### src/rtl/muladdsub_pkg.sv
// Shared limits and helpers for the multiply / add-subtract / accumulate block.
package muladdsub_pkg;

  localparam int unsigned OPW_MIN = 32'd2;
  localparam int unsigned OPW_MAX = 32'd36;

  // Enabled cycles from sample capture to z / out_valid.
  function automatic int unsigned calc_latency(input int unsigned in_reg, input int unsigned pipe_reg);
    return in_reg + pipe_reg + 32'd1;
  endfunction

endpackage

### src/rtl/dsp_pipe_reg.sv
// Optional enabled pipeline stage with synchronous reset; collapses to a wire when bypassed.
module dsp_pipe_reg #(
  parameter int W      = 1,
  parameter bit BYPASS = 1'b1
) (
  input  logic         clk,
  input  logic         rst,
  input  logic         en,
  input  logic [W-1:0] i_d,
  output logic [W-1:0] o_q
);

  if (BYPASS) begin : g_bypass
    logic w_unused;
    assign w_unused = &{1'b0, clk, rst, en};
    assign o_q = i_d;
  end else begin : g_reg
    logic [W-1:0] r_q;
    // Stage register: reset wins over enable.
    always_ff @(posedge clk) begin
      if (rst) begin
        r_q <= '0;
      end else if (en) begin
        r_q <= i_d;
      end
    end
    assign o_q = r_q;
  end

endmodule

### src/rtl/muladdsub_acc.sv
// Multiply, then add/subtract into a self-seeding accumulator with sticky overflow.
module muladdsub_acc
  import muladdsub_pkg::*;
#(
  parameter int A_W      = 18,
  parameter int B_W      = 18,
  parameter int Z_W      = 54,
  parameter int IN_REG   = 0,
  parameter int PIPE_REG = 0
) (
  input  logic           clk,
  input  logic           rst,
  input  logic           strobe,
  input  logic           ce,
  input  logic           in_valid,
  input  logic           is_signed,
  input  logic           addsub,
  input  logic           cin,
  input  logic           loadc,
  input  logic [A_W-1:0] a,
  input  logic [B_W-1:0] b,
  input  logic [Z_W-1:0] c,
  output logic [Z_W-1:0] z,
  output logic           out_valid,
  output logic           ovf
);

  if (A_W < OPW_MIN || A_W > OPW_MAX) begin : g_bad_a_w
    $error("muladdsub_acc: A_W out of range");
  end
  if (B_W < OPW_MIN || B_W > OPW_MAX) begin : g_bad_b_w
    $error("muladdsub_acc: B_W out of range");
  end
  if (Z_W < A_W + B_W + 1) begin : g_bad_z_w
    $error("muladdsub_acc: Z_W must be at least A_W+B_W+1");
  end

  localparam int S0_W = 5 + Z_W + B_W + A_W;
  localparam int S1_W = 5 + Z_W + Z_W;
  localparam int XW   = Z_W + 2;

  logic              w_en;
  logic [S0_W-1:0]   w_s0, w_s1;
  logic [S1_W-1:0]   w_t1, w_t2;
  logic              w_v1, w_sg1, w_sub1, w_cin1, w_ld1;
  logic [A_W-1:0]    w_a1;
  logic [B_W-1:0]    w_b1;
  logic [Z_W-1:0]    w_c1, w_a_ext, w_b_ext, w_p1;
  logic              w_v2, w_sg2, w_sub2, w_cin2, w_ld2;
  logic [Z_W-1:0]    w_c2, w_p2, w_base;
  logic [XW-1:0]     w_base_x, w_p_x, w_cin_x, w_sum_x;
  logic [2:0]        w_top3;
  logic              w_ovf_now, w_ovf_next;
  logic [Z_W-1:0]    r_z;
  logic              r_out_valid, r_ovf;

  assign w_en = ce & strobe;

  // Controls ride alongside their operands through both optional stages.
  assign w_s0 = {in_valid, is_signed, addsub, cin, loadc, c, b, a};

  dsp_pipe_reg #(.W(S0_W), .BYPASS(IN_REG == 0)) u_in_reg (
    .clk (clk), .rst (rst), .en (w_en), .i_d (w_s0), .o_q (w_s1)
  );

  assign {w_v1, w_sg1, w_sub1, w_cin1, w_ld1, w_c1, w_b1, w_a1} = w_s1;
  assign w_a_ext = {{(Z_W-A_W){w_sg1 & w_a1[A_W-1]}}, w_a1};
  assign w_b_ext = {{(Z_W-B_W){w_sg1 & w_b1[B_W-1]}}, w_b1};
  assign w_p1    = w_a_ext * w_b_ext;
  assign w_t1    = {w_v1, w_sg1, w_sub1, w_cin1, w_ld1, w_c1, w_p1};

  dsp_pipe_reg #(.W(S1_W), .BYPASS(PIPE_REG == 0)) u_pipe_reg (
    .clk (clk), .rst (rst), .en (w_en), .i_d (w_t1), .o_q (w_t2)
  );

  assign {w_v2, w_sg2, w_sub2, w_cin2, w_ld2, w_c2, w_p2} = w_t2;

  // Two guard bits expose both unsigned carry/borrow and signed range escape.
  always_comb begin
    w_base   = r_z;
    if (w_ld2) begin
      w_base = w_c2;
    end else begin
      w_base = r_z;
    end
    w_base_x = {{2{w_sg2 & w_base[Z_W-1]}}, w_base};
    w_p_x    = {{2{w_sg2 & w_p2[Z_W-1]}}, w_p2};
    w_cin_x  = {{(XW-1){1'b0}}, w_cin2};
    if (w_sub2) begin
      w_sum_x = w_base_x - w_p_x + w_cin_x;
    end else begin
      w_sum_x = w_base_x + w_p_x + w_cin_x;
    end
    w_top3 = w_sum_x[Z_W+1:Z_W-1];
    if (w_sg2) begin
      w_ovf_now = (w_top3 != 3'b000) && (w_top3 != 3'b111);
    end else begin
      w_ovf_now = (w_sum_x[Z_W+1:Z_W] != 2'b00);
    end
    if (w_ld2) begin
      w_ovf_next = w_ovf_now;
    end else begin
      w_ovf_next = r_ovf | w_ovf_now;
    end
  end

  // Accumulator stage: idle samples keep z/ovf and only drop out_valid.
  always_ff @(posedge clk) begin
    if (rst) begin
      r_z         <= '0;
      r_out_valid <= 1'b0;
      r_ovf       <= 1'b0;
    end else if (w_en) begin
      r_out_valid <= w_v2;
      if (w_v2) begin
        r_z   <= w_sum_x[Z_W-1:0];
        r_ovf <= w_ovf_next;
      end
    end
  end

  assign z         = r_z;
  assign out_valid = r_out_valid;
  assign ovf       = r_ovf;

endmodule
### config.mk
export PLATFORM = sky130hd
export DESIGN_NAME = muladdsub_acc
export DESIGN_NICKNAME = d
export VERILOG_FILES = /design/src/rtl/muladdsub_pkg.sv /design/src/rtl/dsp_pipe_reg.sv /design/src/rtl/muladdsub_acc.sv
export SDC_FILE = /design/constraint.sdc
export NUM_CORES = 1
export LEC_CHECK = 0
export ABC_AREA = 1
export CORE_UTILIZATION = 35
export DETAILED_ROUTE_END_ITERATION = 8
export SLEW_MARGIN = 20
export SYNTH_ARGS = -nofsm -noshare
export SYNTH_HDL_FRONTEND = slang
export SYNTH_SLANG_ARGS = --single-unit
### constraint.sdc
create_clock -name clk -period 24.4 [get_ports clk]
set_input_delay 4.88 -clock clk [delete_from_list [all_inputs] [get_ports clk]]
set_output_delay 4.88 -clock clk [all_outputs]
set_load 0.01 [all_outputs]
# --- Word-level counts from Yosys, hierarchy flattened ---
# Cells that the tools add are included.
totals:
  out_inout_bits: 56
  wordCells: 23
  inputBits: 99
  regBits: 56
classes:
  bitwise: 6
  n_addsub: 4
  reduce_logical: 4
  mul: 1
  mux: 4
  eq_ne: 1
ops:
  columns: ["op", "count"]
  rows:
  - ["$add A56 B1 Y56", 2]
  - ["$add A55 B55 Y56", 1]
  - ["$mux W56", 1]
  - ["$sub A55 B55 Y56", 1]
  - ["$mux W54", 1]
  - ["$mul A19 B19 Y38", 1]
  - ["$and A1 B1 Y1", 5]
  - ["$ne A3 B3 Y1 const B", 1]
  - ["$reduce_bool A3 Y1", 1]
  - ["$mux W1", 2]
  - ["$reduce_and A2 Y1", 1]
  - ["$reduce_bool A2 Y1", 1]
  - ["$logic_and A1 B1 Y1", 1]
  - ["$or A1 B1 Y1", 1]

# --- Depth between registers and ports, before layout ---
# Gate-level depths: netlist (run 1).
depth:
  depth_word: 11
  mapped_depth: 46
  depth_no_buf: 44

# --- Cells and area by module ---
# From an unflattened synthesis (run 1), not the netlist that was laid out.
hier_totals:
  cells_unflattened: 4095
  area_unflattened_um2: 27946.8
by_module_without_submodules:
  columns: ["mod", "area_per_inst_um2", "cells_each", "seq_area_each_um2", "n_inst"]
  rows:
  - ["muladdsub_acc", 26385.3, 3887, 1121.1, 1]
  - ["dsp_pipe_reg at u_pipe_reg", 848.3, 113, 0.0, 1]
  - ["dsp_pipe_reg at u_in_reg", 713.2, 95, 0.0, 1]

# --- Worst setup path after synthesis (run 1) ---
# OpenSTA, ideal clock, no wires.
synth_timing:
  path_type: "input -> register"
  from: "input b[1]"
  to: "register r_z[50], in the netlist z[50]"
  arrival_ns: 13.847
  n_path_buf: 2
  slack_ns: 10.444
  setup_time_ns: 0.109
  t_required_ns: 24.291
  path_stages: 36
  path_cell_list: "clkbuf_1 buf_1 nand2_1 fa_1 fa_1 fa_1 inv_1 fa_1 inv_1 fa_1 fa_1 inv_1 ha_1 ha_1 nand2_1 nor3_1 nand4_1 nor4_1 a21oi_1 xnor2_1 inv_1 ha_1 inv_1 ha_1 nand2_1 nor2_1 inv_1 nor2_1 nand2_1 or2_2 nand3_1 nand2_1 nand3_1 nand3_1 nand2_1 inv_1"
synth_via:
  elab_chain_len: 4
  elab_cells_between_ends: 6
  cone_classes: "add/sub: 4; mul: 1; mux: 1"
synth_lines:
  columns: ["element", "line", "source"]
  rows:
  - ["start, declared", "muladdsub_acc.sv:21", "input logic [B_W-1:0] b,"]
  - ["$mul A19 B19 Y38 (*)", "muladdsub_acc.sv:69", "assign w_p1 = w_a_ext * w_b_ext;"]
  - ["$add A55 B55 Y56 / $sub A55 B55 Y56 (equally long branches)", "muladdsub_acc.sv:92, muladdsub_acc.sv:90", null]
  - ["$add A56 B1 Y56 (on tied branches)", "muladdsub_acc.sv:92, muladdsub_acc.sv:90", null]
  - ["$mux W56 (*)", "muladdsub_acc.sv:89", "if (w_sub2) begin"]
  - ["end signal, assigned", "muladdsub_acc.sv:116", "r_z <= w_sum_x[Z_W-1:0];"]
  - ["end, declared", "muladdsub_acc.sv:54", "logic [Z_W-1:0] r_z;"]
# Every way passes the cells marked *; elsewhere a longest branch is shown, timed or not.
# A chain may end at the register's enable or synchronous reset.

# --- Worst setup path after layout (run 1) ---
layout_timing:
  from: "input a[17]"
  to: "register r_z[52], in the netlist z[52]"
layout_via:
  elab_chain_len: 5
  elab_cells_between_ends: 7
  cone_classes: "add/sub: 4; mul: 1; mux: 1; bitwise: 1"
layout_lines:
  columns: ["element", "line", "source"]
  rows:
  - ["start, declared", "muladdsub_acc.sv:20", "input logic [A_W-1:0] a,"]
  - ["$and A1 B1 Y1", "muladdsub_acc.sv:67", "assign w_a_ext = {{(Z_W-A_W){w_sg1 & w_a1[A_W-1]}}, w_a1};"]
  - ["$mul A19 B19 Y38 (*)", "muladdsub_acc.sv:69", null]
  - ["$add A55 B55 Y56 / $sub A55 B55 Y56 (equally long branches)", "muladdsub_acc.sv:92, muladdsub_acc.sv:90", null]
  - ["$add A56 B1 Y56 (on tied branches)", "muladdsub_acc.sv:92, muladdsub_acc.sv:90", null]
  - ["$mux W56 (*)", "muladdsub_acc.sv:89", null]
# Marked as above.

==> impl_metrics.json, run 1 <==
{
  "status": "finished clean",
  "grt_max_degree": 71,
  "setup_violations": 0,
  "cts_resized": 0,
  "cts.path.max_buffers": 2,
  "clock_latency_ps": 340,
  "finClkSkew_ps": 21.3,
  "grt_first_pass_wirelength_mm": 150,
  "grt_pass1_vias": 24800,
  "drtIter0Drc": 2050,
  "final_cell_mix": "nand2_1 (1,025), inv_1 (1,024), fa_1 (372)",
  "synth_nets": 4810,
  "diodes": 0,
  "hold_class": "reg2reg",
  "synth_seq_area_share_pct": 4.18,
  "synth-main-ff-cell": "dfxtp_1",
  "grt_util_met3_pct": 3.73,
  "holdPathEnd": "out_valid",
  "cts_setup_buffers": 0,
  "met2_usage_pct": 40.3,
  "fin_nets": 4887,
  "htreeDepth": 2,
  "worst_r2r_path_depth": 18,
  "clk_pin_slew_ps": 90,
  "critPathSlowestCell": "fa_1",
  "required_ps": 24640,
  "cts_inserted_buffers": 5,
  "rsz0062_at_grt": "no",
  "crit_type": "in2reg",
  "async_reset_ff_share_pct": 0,
  "drc": 0,
  "max_freq_mhz": 64.6,
  "die_x_um": 279,
  "timing.final.crit_share_pct": 63.4,
  "fill_cells": 8344,
  "synth_seq_cells": 56,
  "multi_input_area_mm2": 0.0214,
  "die_area_mm2": 0.0777,
  "dieHeight_um": 279,
  "yosysTopAreaCell": "fa_1",
  "synth_edf_count": 0,
  "clockRootBuffer": "clkbuf_16",
  "routed_via_density": 4.95,
  "r2r_setup_slack_ps": 20330,
  "io_pins": 155,
  "cp_max_fo": 20,
  "timing.slew.headroom_pct": 25.3,
  "final-seq-area_mm2": 0.00112,
  "yosysUniqueCellTypes": 54,
  "reg2reg_to": "z[35]",
  "met1_usage_pct": 36.0,
  "slew_viol_final": 0,
  "dp_hpwl_mm": 86.0,
  "core_mm2": 0.0758,
  "syn_area_mm2": 0.0268,
  "drtAntennaViolNets": 0,
  "syn_area_per_cell_um2": 6.60,
  "layout_commonest_cell": "nand2_1",
  "hold_viol_final": 0,
  "timing.rr.start": "z[20]",
  "cts_tree": "built",
  "cp_common_cell": "inv_1",
  "min_delay_path_depth": 2,
  "hold_start": "out_valid",
  "fin_tns_setup_ps": 0,
  "worst_slew_pin_slew_ps": 1120,
  "portBuffers": 154,
  "rows": 101,
  "overflow": 0,
  "yosysWarnings": 0,
  "dr.pass1.iters": 8,
  "drive_above_1_share_pct": 3.70,
  "antenna_found_initial": 0,
  "synth_top_area_share_pct": 27.8,
  "critical-path-max-stage-delay_ps": 800,
  "crit_path_end_kind": "register",
  "gp_congestion": 1.03,
  "crit_path_start_kind": "input pin",
  "cap_violations": 0,
  "area_growth_pct": 10.2,
  "worst_ep_arrival_time_ps": 15720,
  "clock-sinks": 56,
  "routedWlPerCell_um": 19.4,
  "syn_inst": 4062,
  "fin_crit_ps": 15480,
  "finalWirelength_mm": 99.4,
  "grt_usage_pct": 25.5,
  "postCtsHoldBufs": 0,
  "initial_core_util_pct": 35.3,
  "grt_busiest_layer": "met2",
  "vias": 25300,
  "ys_top_cells_by_area": "fa_1 (28%), nand2_1 (14%), inv_1 (14%)"
}
## area by class of cell
cell class / count / area share [%]
sequential: 56 / 3.80
inverter: 1033 / 13.1
multi-input combinational: 2862 / 72.4
clock inverter: 2 / 0.203
tap: 978 / 4.14
timing repair buffer: 181 / 5.87
clock buffer: 5 / 0.424
## metal layers
| metal | part of all wire, % | vias up |
|---|---|---|
| met3 | 5.9 | 107 |
| met5 | 0 | - |
| li1 | - | 12400 |
| met1 | 47 | 12100 |
| met4 | 2.8 | 0 |
| met2 | 44 | 709 |
## state kept, by name, summed over array words and instances, names as in the netlist
signal / count
z: 54
out_valid: 1
ovf: 1
## through the flow
stage	hold WS (ps)	setup WS, ps	area [um^2]	instances	utilization (%)
after floorplan	483	10440	26800	4062	-
after global placement	450	8770	29300	5110	38.7
after detailed placement	456	8790	29300	5110	38.7
after CTS	469	9120	29500	5117	38.9
after global routing	495	8390	29500	5117	38.9
final	464	8920	29500	5117	38.9
## critical path, delay by kind of cell
family	cells	cell delay, ps
xor+xnor	1	150
simple gates	12	2200
compound gates	5	1010
fa+ha+maj	10	5100
buf+inv	12	2320
## Yosys cell counts, types with 12 or more instances
library cell	instances
nand2_1	1025
inv_1	1024
fa_1	372
nor2_1	281
ha_1	277
a21oi_1	240
nand3_1	175
o21ai_0	145
clkbuf_1	78
dfxtp_1	56
xor2_1	45
o211ai_1	35
mux2_2	29
o21bai_1	29
nor3_1	27
buf_1	26
nand4_1	24
xnor2_1	22
nor2_2	21
nand3_2	13
a21oi_2	12
## logic make-up after synthesis
logic type | count (synthesis) | synth area share (%)
AO/OA/AOI/OAI | 509 | 10.8
XOR/XNOR | 67 | 2.19
adder cells (fa/ha/maj) | 649 | 40.7
buffers and inverters | 1144 | 16.1
flip-flops | 56 | 4.18
multiplexers | 29 | 1.22
AND/OR/NAND/NOR | 1608 | 24.8
## worst max-delay path by stage
| stage | end | slack, ps | from |
|---|---|---|---|
| after global routing | z[52] | 8390 | a[17] |
| final | z[52] | 8920 | a[17] |
| after floorplan | z[50] | 10440 | b[1] |
| after global placement | z[50] | 8770 | b[10] |
| after detailed placement | z[52] | 8790 | a[17] |
| after CTS | z[52] | 9120 | a[17] |
Power of run 1 is not shown: default switching activity piles up to over one toggle a cycle in this logic, so the estimate is an artifact.
==> run 2: changes to the inputs <==
==> constraint.sdc (replaced) <==
create_clock -name clk -period 14.5 [get_ports clk]
set_input_delay 2.9 -clock clk [delete_from_list [all_inputs] [get_ports clk]]
set_output_delay 2.9 -clock clk [all_outputs]
set_load 0.01 [all_outputs]
==> impl_metrics.json, run 2 (same netlist as run 1, synthesis figures left out) <==
{
  "layout_commonest_cell": "nand2_1",
  "cap_violations": 0,
  "worst_ep_arrival_time_ps": 13620,
  "initial_core_util_pct": 35.3,
  "crit_path_start_kind": "input pin",
  "cts_setup_buffers": 0,
  "routedWlPerCell_um": 18.8,
  "final_util_pct": 39.0,
  "drtIter0Drc": 2122,
  "fin_crit_ps": 13370,
  "io_pins": 155,
  "grt_usage_pct": 24.9,
  "timing.final.crit_share_pct": 92.2,
  "dieHeight_um": 279,
  "cts_tree": "built",
  "grt_first_pass_wirelength_mm": 147,
  "fin_nets": 4891,
  "grt_max_degree": 68,
  "finClkSkew_ps": 20.6,
  "slew_viol_final": 0,
  "crit_type": "in2reg",
  "portBuffers": 154,
  "overflow": 0,
  "hold_viol_final": 0,
  "diodes": 0,
  "crit_path_end_kind": "register",
  "final_cell_mix": "nand2_1 (1,025), inv_1 (1,024), fa_1 (372)",
  "status": "finished clean",
  "drc": 0,
  "dr.pass1.iters": 6,
  "area_growth_pct": 10.3,
  "worst_slew_pin_slew_ps": 1030,
  "largest_reg_flops": 54,
  "clockRootBuffer": "clkbuf_16",
  "cp_max_fo": 19,
  "required_ps": 14750,
  "critPathSlowestCell": "clkdlybuf4s50_1",
  "gp_congestion": 1.02,
  "clock_latency_ps": 340,
  "critical-path-max-stage-delay_ps": 1070,
  "postCtsHoldBufs": 0,
  "rows": 101,
  "cp_common_cell": "inv_1",
  "routed_via_density": 4.96,
  "hold_class": "reg2reg",
  "cts_inserted_buffers": 5,
  "core_mm2": 0.0758,
  "antenna_found_initial": 0,
  "clk_pin_slew_ps": 100,
  "vias": 25400,
  "setup_violations": 0,
  "die_area_mm2": 0.0777,
  "fin_tns_setup_ps": 0,
  "finalWirelength_mm": 96.4,
  "htreeDepth": 2,
  "clock-sinks": 56,
  "drive_above_1_share_pct": 3.79,
  "timing.slew.headroom_pct": 31.0,
  "drtAntennaViolNets": 0,
  "cts.path.max_buffers": 2,
  "die_x_um": 279,
  "grt_pass1_vias": 24700,
  "rsz0062_at_grt": "no",
  "max_freq_mhz": 74.8,
  "cts_resized": 0,
  "dp_hpwl_mm": 84.4
}
==> run 2: final cells by class <==
class / instances / area (um^2)
inverters: 1033 / 3880
clock inverters: 2 / 60.1
multi-input cells: 2862 / 21400
repair buffers: 185 / 1760
fillers: 8298 / 46300
flip-flops and latches: 56 / 1120
clock buffers: 5 / 125
well taps: 978 / 1220
==> run 2: final timing paths <==
path | start | end | slack, ps | cells past startpoint
max | b[10] | z[49] | 1130 | 41
min | out_valid | out_valid | 480 | 2
max reg2reg | z[20] | z[35] | 10550 | 18
min reg2reg | out_valid | out_valid | 480 | 2
==> run 2: worst max-delay path: cells and delay by family <==
kind                     cells  cell delay [ps]
AND/OR/NAND/NOR             13             2190
buffers and inverters       13             2660
adder cells (fa/ha/maj)     10             4810
XOR/XNOR                     1              150
AO/OA/AOI/OAI                4              860
==> run 2: per-layer routing <==
metal / share of wire, % / vias to the layer above / GRT usage, % / wire (um)
li1: - / 12400 / - / -
met1: 46 / 12100 / 35.8 / 44600
met2: 45 / 797 / 40.0 / 43500
met3: 6.4 / 81 / 3.05 / 6180
met4: 2.1 / 0 / 5.17 / 2070
met5: 0 / - / 0 / 0
==> run 2: stage by stage <==
stage	hold slack (ps)	cell area, um^2	instances	setup slack, ps
2_1_floorplan	483	26800	4062	2520
3_3_place_gp	450	29400	5114	971
3_5_place_dp	466	29400	5114	908
4_1_cts	478	29600	5121	1230
5_1_grt	505	29600	5121	634
6_report	476	29600	5121	1130
Power of run 2 is left out for the same reason.
